`src/rtl/tt_pkg.sv`:
```
// Shared definitions for the truth-table sweep engine: FSM encoding, parameter limits
// and the per-channel ones-count field width.
package tt_pkg;

    typedef enum logic [1:0] {
        ST_IDLE  = 2'd0,
        ST_SWEEP = 2'd1,
        ST_DONE  = 2'd2
    } state_t;

    localparam int NV_MIN = 2;
    localparam int NV_MAX = 6;
    localparam int NF_MIN = 2;
    localparam int NF_MAX = 8;

    // One extra bit so an all-ones mask can report the full row count.
    function automatic int cnt_w(input int nv);
        return nv + 1;
    endfunction

endpackage

```
`src/rtl/tt_channel.sv`:
```
// One function channel: minterm mask register, row_out bit mux and ones counter.
// Mask writes are gated by the parent; counter clears on sweep start, increments on transfers.
module tt_channel
    import tt_pkg::*;
#(
    parameter int NV = 4
) (
    input  logic                   clk,
    input  logic                   reset,
    input  logic                   i_we,
    input  logic [(1<<NV)-1:0]     i_mask,
    input  logic [NV-1:0]          i_row,
    input  logic                   i_clr,
    input  logic                   i_inc,
    output logic                   o_bit,
    output logic [cnt_w(NV)-1:0]   o_cnt
);

    localparam int CNTW = cnt_w(NV);

    logic [(1<<NV)-1:0] r_mask;
    logic [CNTW-1:0]    r_cnt;

    always_ff @(posedge clk) begin
        if (reset) begin
            r_mask <= '0;
        end else if (i_we) begin
            r_mask <= i_mask;
        end
    end

    // Pure register mux: stable for the whole cycle since both mask and row are registered.
    assign o_bit = r_mask[i_row];

    always_ff @(posedge clk) begin
        if (reset) begin
            r_cnt <= '0;
        end else if (i_clr) begin
            r_cnt <= '0;
        end else if (i_inc && o_bit) begin
            r_cnt <= r_cnt + CNTW'(1);
        end
    end

    assign o_cnt = r_cnt;

endmodule

```
`src/rtl/tt_sweep_engine.sv`:
```
// Multi-channel truth-table engine: sweeps all 2^NV input rows over a valid/ready stream
// and counts minterms per channel. Holds row and counters while the consumer stalls.
module tt_sweep_engine
    import tt_pkg::*;
#(
    parameter int NV = 4,
    parameter int NF = 5
) (
    input  logic                        clk,
    input  logic                        reset,
    input  logic                        cfg_we,
    input  logic [$clog2(NF)-1:0]       cfg_sel,
    input  logic [(1<<NV)-1:0]          cfg_mask,
    input  logic                        start,
    output logic                        busy,
    output logic                        done,
    output logic                        row_valid,
    input  logic                        row_ready,
    output logic [NV-1:0]               row_in,
    output logic [NF-1:0]               row_out,
    output logic [NF*cnt_w(NV)-1:0]     ones_cnt
);

    localparam int CW   = $clog2(NF);
    localparam int CNTW = cnt_w(NV);
    localparam logic [NV-1:0] LAST_ROW = '1;

    if (NV < NV_MIN || NV > NV_MAX || NF < NF_MIN || NF > NF_MAX) begin : g_bad_param
        $error("tt_sweep_engine: NV or NF outside the supported range");
    end

    state_t          r_state;
    logic            r_busy;
    logic            r_done;
    logic            r_valid;
    logic [NV-1:0]   r_row;

    logic            w_idle;
    logic            w_start_sweep;
    logic            w_xfer;

    assign w_idle        = (r_state == ST_IDLE);
    assign w_start_sweep = w_idle && start;
    assign w_xfer        = (r_state == ST_SWEEP) && r_valid && row_ready;

    always_ff @(posedge clk) begin
        if (reset) begin
            r_state <= ST_IDLE;
            r_busy  <= 1'b0;
            r_done  <= 1'b0;
            r_valid <= 1'b0;
            r_row   <= '0;
        end else begin
            case (r_state)
                ST_IDLE: begin
                    r_done <= 1'b0;
                    if (start) begin
                        r_state <= ST_SWEEP;
                        r_busy  <= 1'b1;
                        r_valid <= 1'b1;
                        r_row   <= '0;
                    end
                end
                ST_SWEEP: begin
                    // Last row leaves row_in parked at ROWS-1; it never wraps.
                    if (w_xfer) begin
                        if (r_row == LAST_ROW) begin
                            r_state <= ST_DONE;
                            r_valid <= 1'b0;
                            r_done  <= 1'b1;
                        end else begin
                            r_row <= r_row + NV'(1);
                        end
                    end
                end
                ST_DONE: begin
                    r_state <= ST_IDLE;
                    r_done  <= 1'b0;
                    r_busy  <= 1'b0;
                end
                default: begin
                    r_state <= ST_IDLE;
                    r_busy  <= 1'b0;
                    r_done  <= 1'b0;
                    r_valid <= 1'b0;
                end
            endcase
        end
    end

    genvar k;
    for (k = 0; k < NF; k++) begin : g_ch
        logic w_we;
        // Writes only land in IDLE, so masks are frozen for an entire sweep.
        assign w_we = w_idle && cfg_we && (cfg_sel == CW'(k));

        tt_channel #(
            .NV (NV)
        ) u_ch (
            .clk    (clk),
            .reset  (reset),
            .i_we   (w_we),
            .i_mask (cfg_mask),
            .i_row  (r_row),
            .i_clr  (w_start_sweep),
            .i_inc  (w_xfer),
            .o_bit  (row_out[k]),
            .o_cnt  (ones_cnt[k*CNTW +: CNTW])
        );
    end

    assign busy      = r_busy;
    assign done      = r_done;
    assign row_valid = r_valid;
    assign row_in    = r_row;

endmodule

```
`config.mk`:
```
export PLATFORM = sky130hd
export DESIGN_NAME = tt_sweep_engine
export DESIGN_NICKNAME = d
export VERILOG_FILES = /design/src/rtl/tt_pkg.sv /design/src/rtl/tt_channel.sv /design/src/rtl/tt_sweep_engine.sv
export SDC_FILE = /design/constraint.sdc
export NUM_CORES = 1
export LEC_CHECK = 0
export ABC_AREA = 1
export BUFFER_PORTS_ARGS = -buffer_cell sky130_fd_sc_hd__buf_2
export CORE_ASPECT_RATIO = 0.5
export CORE_MARGIN = 5
export CORE_UTILIZATION = 45
export DETAILED_ROUTE_END_ITERATION = 8
export PLACE_DENSITY_LB_ADDON = 0.3
export SLEW_MARGIN = 20
export SYNTH_ARGS = -nofsm -noshare
export SYNTH_HDL_FRONTEND = slang
export SYNTH_SLANG_ARGS = --single-unit
```
`constraint.sdc`:
```
create_clock -name clk -period 1.95 [get_ports clk]
set_clock_uncertainty 0.15 [all_clocks]
set_input_delay 0.2925 -clock clk [delete_from_list [all_inputs] [get_ports clk]]
set_output_delay 0.2925 -clock clk [all_outputs]
set_load 0.02 [all_outputs]
```
==> summary.txt <==
Clocking
  – CTS Buffer Depth: 2
  – H-tree depth: 4
  – Clock sink total: between 100 and 150
  – Latest clock arrival within the worst-skew pair: slightly above 0.4 ns
  – CTS buffer count: 17
  – Clock transition at path regs: ~0.050 ns
  – CTS tree: built
  – Hold bufs inserted after CTS: 0
  – CTS root buf: clkbuf_16

Timing
  – Endpoints failing setup: 5
  – Fin crit share: 1.079
  – Slew Limit Headroom: 0.7701
  – Least-Margin Pin Slew: 0.3449 ns
  – Setup WS post-layout: -0.1536 ns
  – Min Tclk post-route: approximately 2.1 ns
  – RSZ-0062 raised after global routing: true
  – Fmax: between 0.4 and 0.5 GHz
  – Max-slew violation count: 0
  – TNS Setup: -0.6468 ns
  – Hold Fails Final Rpt: 0

Synthesis
  – Register area share after synthesis: 0.4232
  – Top post-synthesis cells by count: nand2_1 (144), dfxtp_1 (114), a21oi_1 (107), inv_1 (107), nand3_1 (88)
  – YS warnings: 0
  – Synth unique cells: 28
  – Mean Syn Cell Area: 7.086 um^2
  – Post-synth net total: approximately 800
  – Main area contributors after synthesis: dfxtp_1 (42%), nand2_1 (10%), a21oi_1 (9.9%)
  – Synth top area share: 0.4232
  – Post-synth EDFFs: 0
  – FFs w/ async S/R, synth: 0
  – Yosys reg bits: approximately 110
  – Post-Syn Instances: 761
  – Primary FF master, synth: dfxtp_1
  – Most instantiated library cell after synthesis: nand2_1
  – Post-Syn Area: 0.005393 mm^2
  – Post-synth top area cell: dfxtp_1

Finish
  – Design Area, Final: a little under 0.007 mm^2
  – Area grow syn2layout: 25.73%
  – Filler-free cell count of the finished design: ~1000
  – Layout cells sized above 1: 0.2194
  – Final #Nets: 852
  – Antenna Cells: 0

Placed design
  – Placed insts: between 900 and 1000
  – Buffers on Ports: 60
  – Area post-placement: a little under 0.006 mm^2
  – Gp weighted congestion: 0.8429
  – Placement Setup Slack: approximately 0.022 ns
  – Hpwl dp: slightly above 9 mm

Power
  – Net Sw Frac: 0.2448
  – Switch Pwr: ~0.0015 W
  – Internal power: between 0.004 and 0.005 W
  – Combinational share of power: 0.110
  – Leakage: approximately 2.9 nW
  – Pwr dens: a little under 900 mW/mm^2
  – Max rail drop VDD: ~0.00066 V
  – Clock power frac: 0.492
  – Sequential share of power: 0.399
  – Total power: 0.006052 W

Floorplan
  – Initial cell density of the core: 0.4581
  – Die H: approximately 90 um
  – Core Region: approximately 0.012 mm^2
  – Die extent in x: 164.8 um
  – Die area: 0.01441 mm^2
  – Core Rows: 28
  – I/O Pins: 61

Drt
  – DRC Markers: 0
  – Antenna viol nets, final: 0
  – WL/cell: approximately 14 um
  – Vias per inst: 5.166
  – Vias: 5161
  – Drt pass-1 iters: 5
  – Detailed router's first-iteration violation count: ~380
  – Total wire length: 14.40 mm

GRT
  – First-pass GRT wire length: between 20 and 25 mm
  – Pin count of the biggest net entering global routing: a little over 80
  – Total GRT Usage: 0.2116
  – Initial antenna violation count: 0
  – Vias in the first global route: roughly 5000
  – Gr ovfl total: 0
  – Global Route met3 Usage: 0.05768
  – Global route hottest layer: met2
  – Met1 Use GR: 0.2723
  – Met2 Usage GRT: 0.3483

Critical path
  – Arr. time, crit path: roughly 1.7 ns
  – Critical path required time: 1.51 ns
  – CP max stage delay: ~0.42 ns
  – Slowest cell on the critical path: dfxtp_4
  – CP Launch Type: register
  – CP dominant cell by count: nand2_2
  – Critical path peak fanout: 7
  – Crit-path cells: inv_8 > buf_8 > nand2_2 > nand3_2 > nand2_2 > nand2_1 > nand2_2 > inv_2 > nand2_4 > buf_6
  – CP endpoint kind: output port
  – Crit path kind: register to output port

Flow run
  – Max Cap Viol: 0

Outcome
  – Status: finished with violations
  – Failing checks: setup timing

Min path
  – Worst hold path type: input port to register
[kinds of logic after synthesis]
family / share of synthesized area
xor gates and xnor gates: 0.02436
buffers and inverters: 0.1239
and+or+nand+nor: 0.2367
adders and majority gates: 0.01392
AOI/OAI and AO/OA: 0.1780
DFF: 0.4232
[path summary, 6_finish.rpt]
path | depth (start not counted) | start | slack, ns | to
setup / recovery | 10 | row_in[0] | -0.15 | row_out[3]
hold / removal | 2 | reset | 0.01 | row_in[0]
setup reg to reg | 14 | row_in[0] | 0.10 | g_ch[3].u_ch.o_cnt[2]
hold reg to reg | 2 | g_ch[1].u_ch.r_mask[0] | 0.29 | g_ch[1].u_ch.r_mask[0]
[flip-flops by register name (all words and copies together) (netlist names)]
name / cells
busy: 1
g_ch.u_ch.r_mask: 80
done: 1
g_ch.u_ch.o_cnt: 25
row_in: 4
row_valid: 1
r_state: 2
[placed cells by master (no fill, tap or decap), types with 17 or more instances in the layout]
cell type	n
buf_4	18
o21ai_0	81
nor2_1	17
clkbuf_16	17
nand3_2	20
buf_2	55
dfxtp_1	112
inv_1	102
nand2_2	18
nand2_1	128
nand3_1	74
a21oi_1	105
[power groups by stage]
| stage | logic [W] | clock network [W] | registers (W) |
|---|---|---|---|
| after floorplan | 0.000386 | 0 | 0.00246 |
| after global placement | 0.000531 | 0 | 0.00246 |
| after detailed placement | 0.000540 | 0 | 0.00246 |
| after CTS | 0.000659 | 0.00303 | 0.00241 |
| after global routing | 0.000734 | 0.00314 | 0.00242 |
| final | 0.000663 | 0.00298 | 0.00241 |
[layer usage]
metal | part of all wire | vias up | routed length, um
met1 | 0.46 | 2382 | 6603
met4 | 0.013 | 0 | 191
met3 | 0.065 | 17 | 940
li1 | - | 2585 | -
met2 | 0.46 | 177 | 6659
met5 | 0 | - | 0
[through the flow]
stage / hold WS (ns) / util
3_5_place_dp: 0.2864 / 0.4979
2_1_floorplan: 0.2741 / -
4_1_cts: 0.001819 / 0.5745
6_report: 0.01269 / 0.5760
5_1_grt: 0.03618 / 0.5760
3_3_place_gp: 0.2816 / 0.4979
[area by class of cell]
type / instances / area (um^2)
clock inverter: 11 / 112.6
clock buffer: 20 / 456.7
multi-input combinational: 486 / 2575
timing repair buffer: 90 / 708.2
sequential: 114 / 2287
fill: 1120 / 4991
tap: 165 / 206.4
inverter: 113 / 434.2
[worst max-delay path: cells and delay by family, from the launching register on]
kind                   cells  cell delay (ns)
flip-flops                 1             0.42
AND/OR/NAND/NOR            6             0.43
buffers and inverters      4             0.39
[repair_timing]
action                                  in CTS  in global routing
gates resized for setup                     58                 12
buffers inserted                             9                  0
pin swaps                                   30                  4
cloned                                       3                  0
endpoints found under the setup margin       5                 24
hold endpoints to repair                     0                  0
Note: power is estimated with default switching activity, not from simulation.
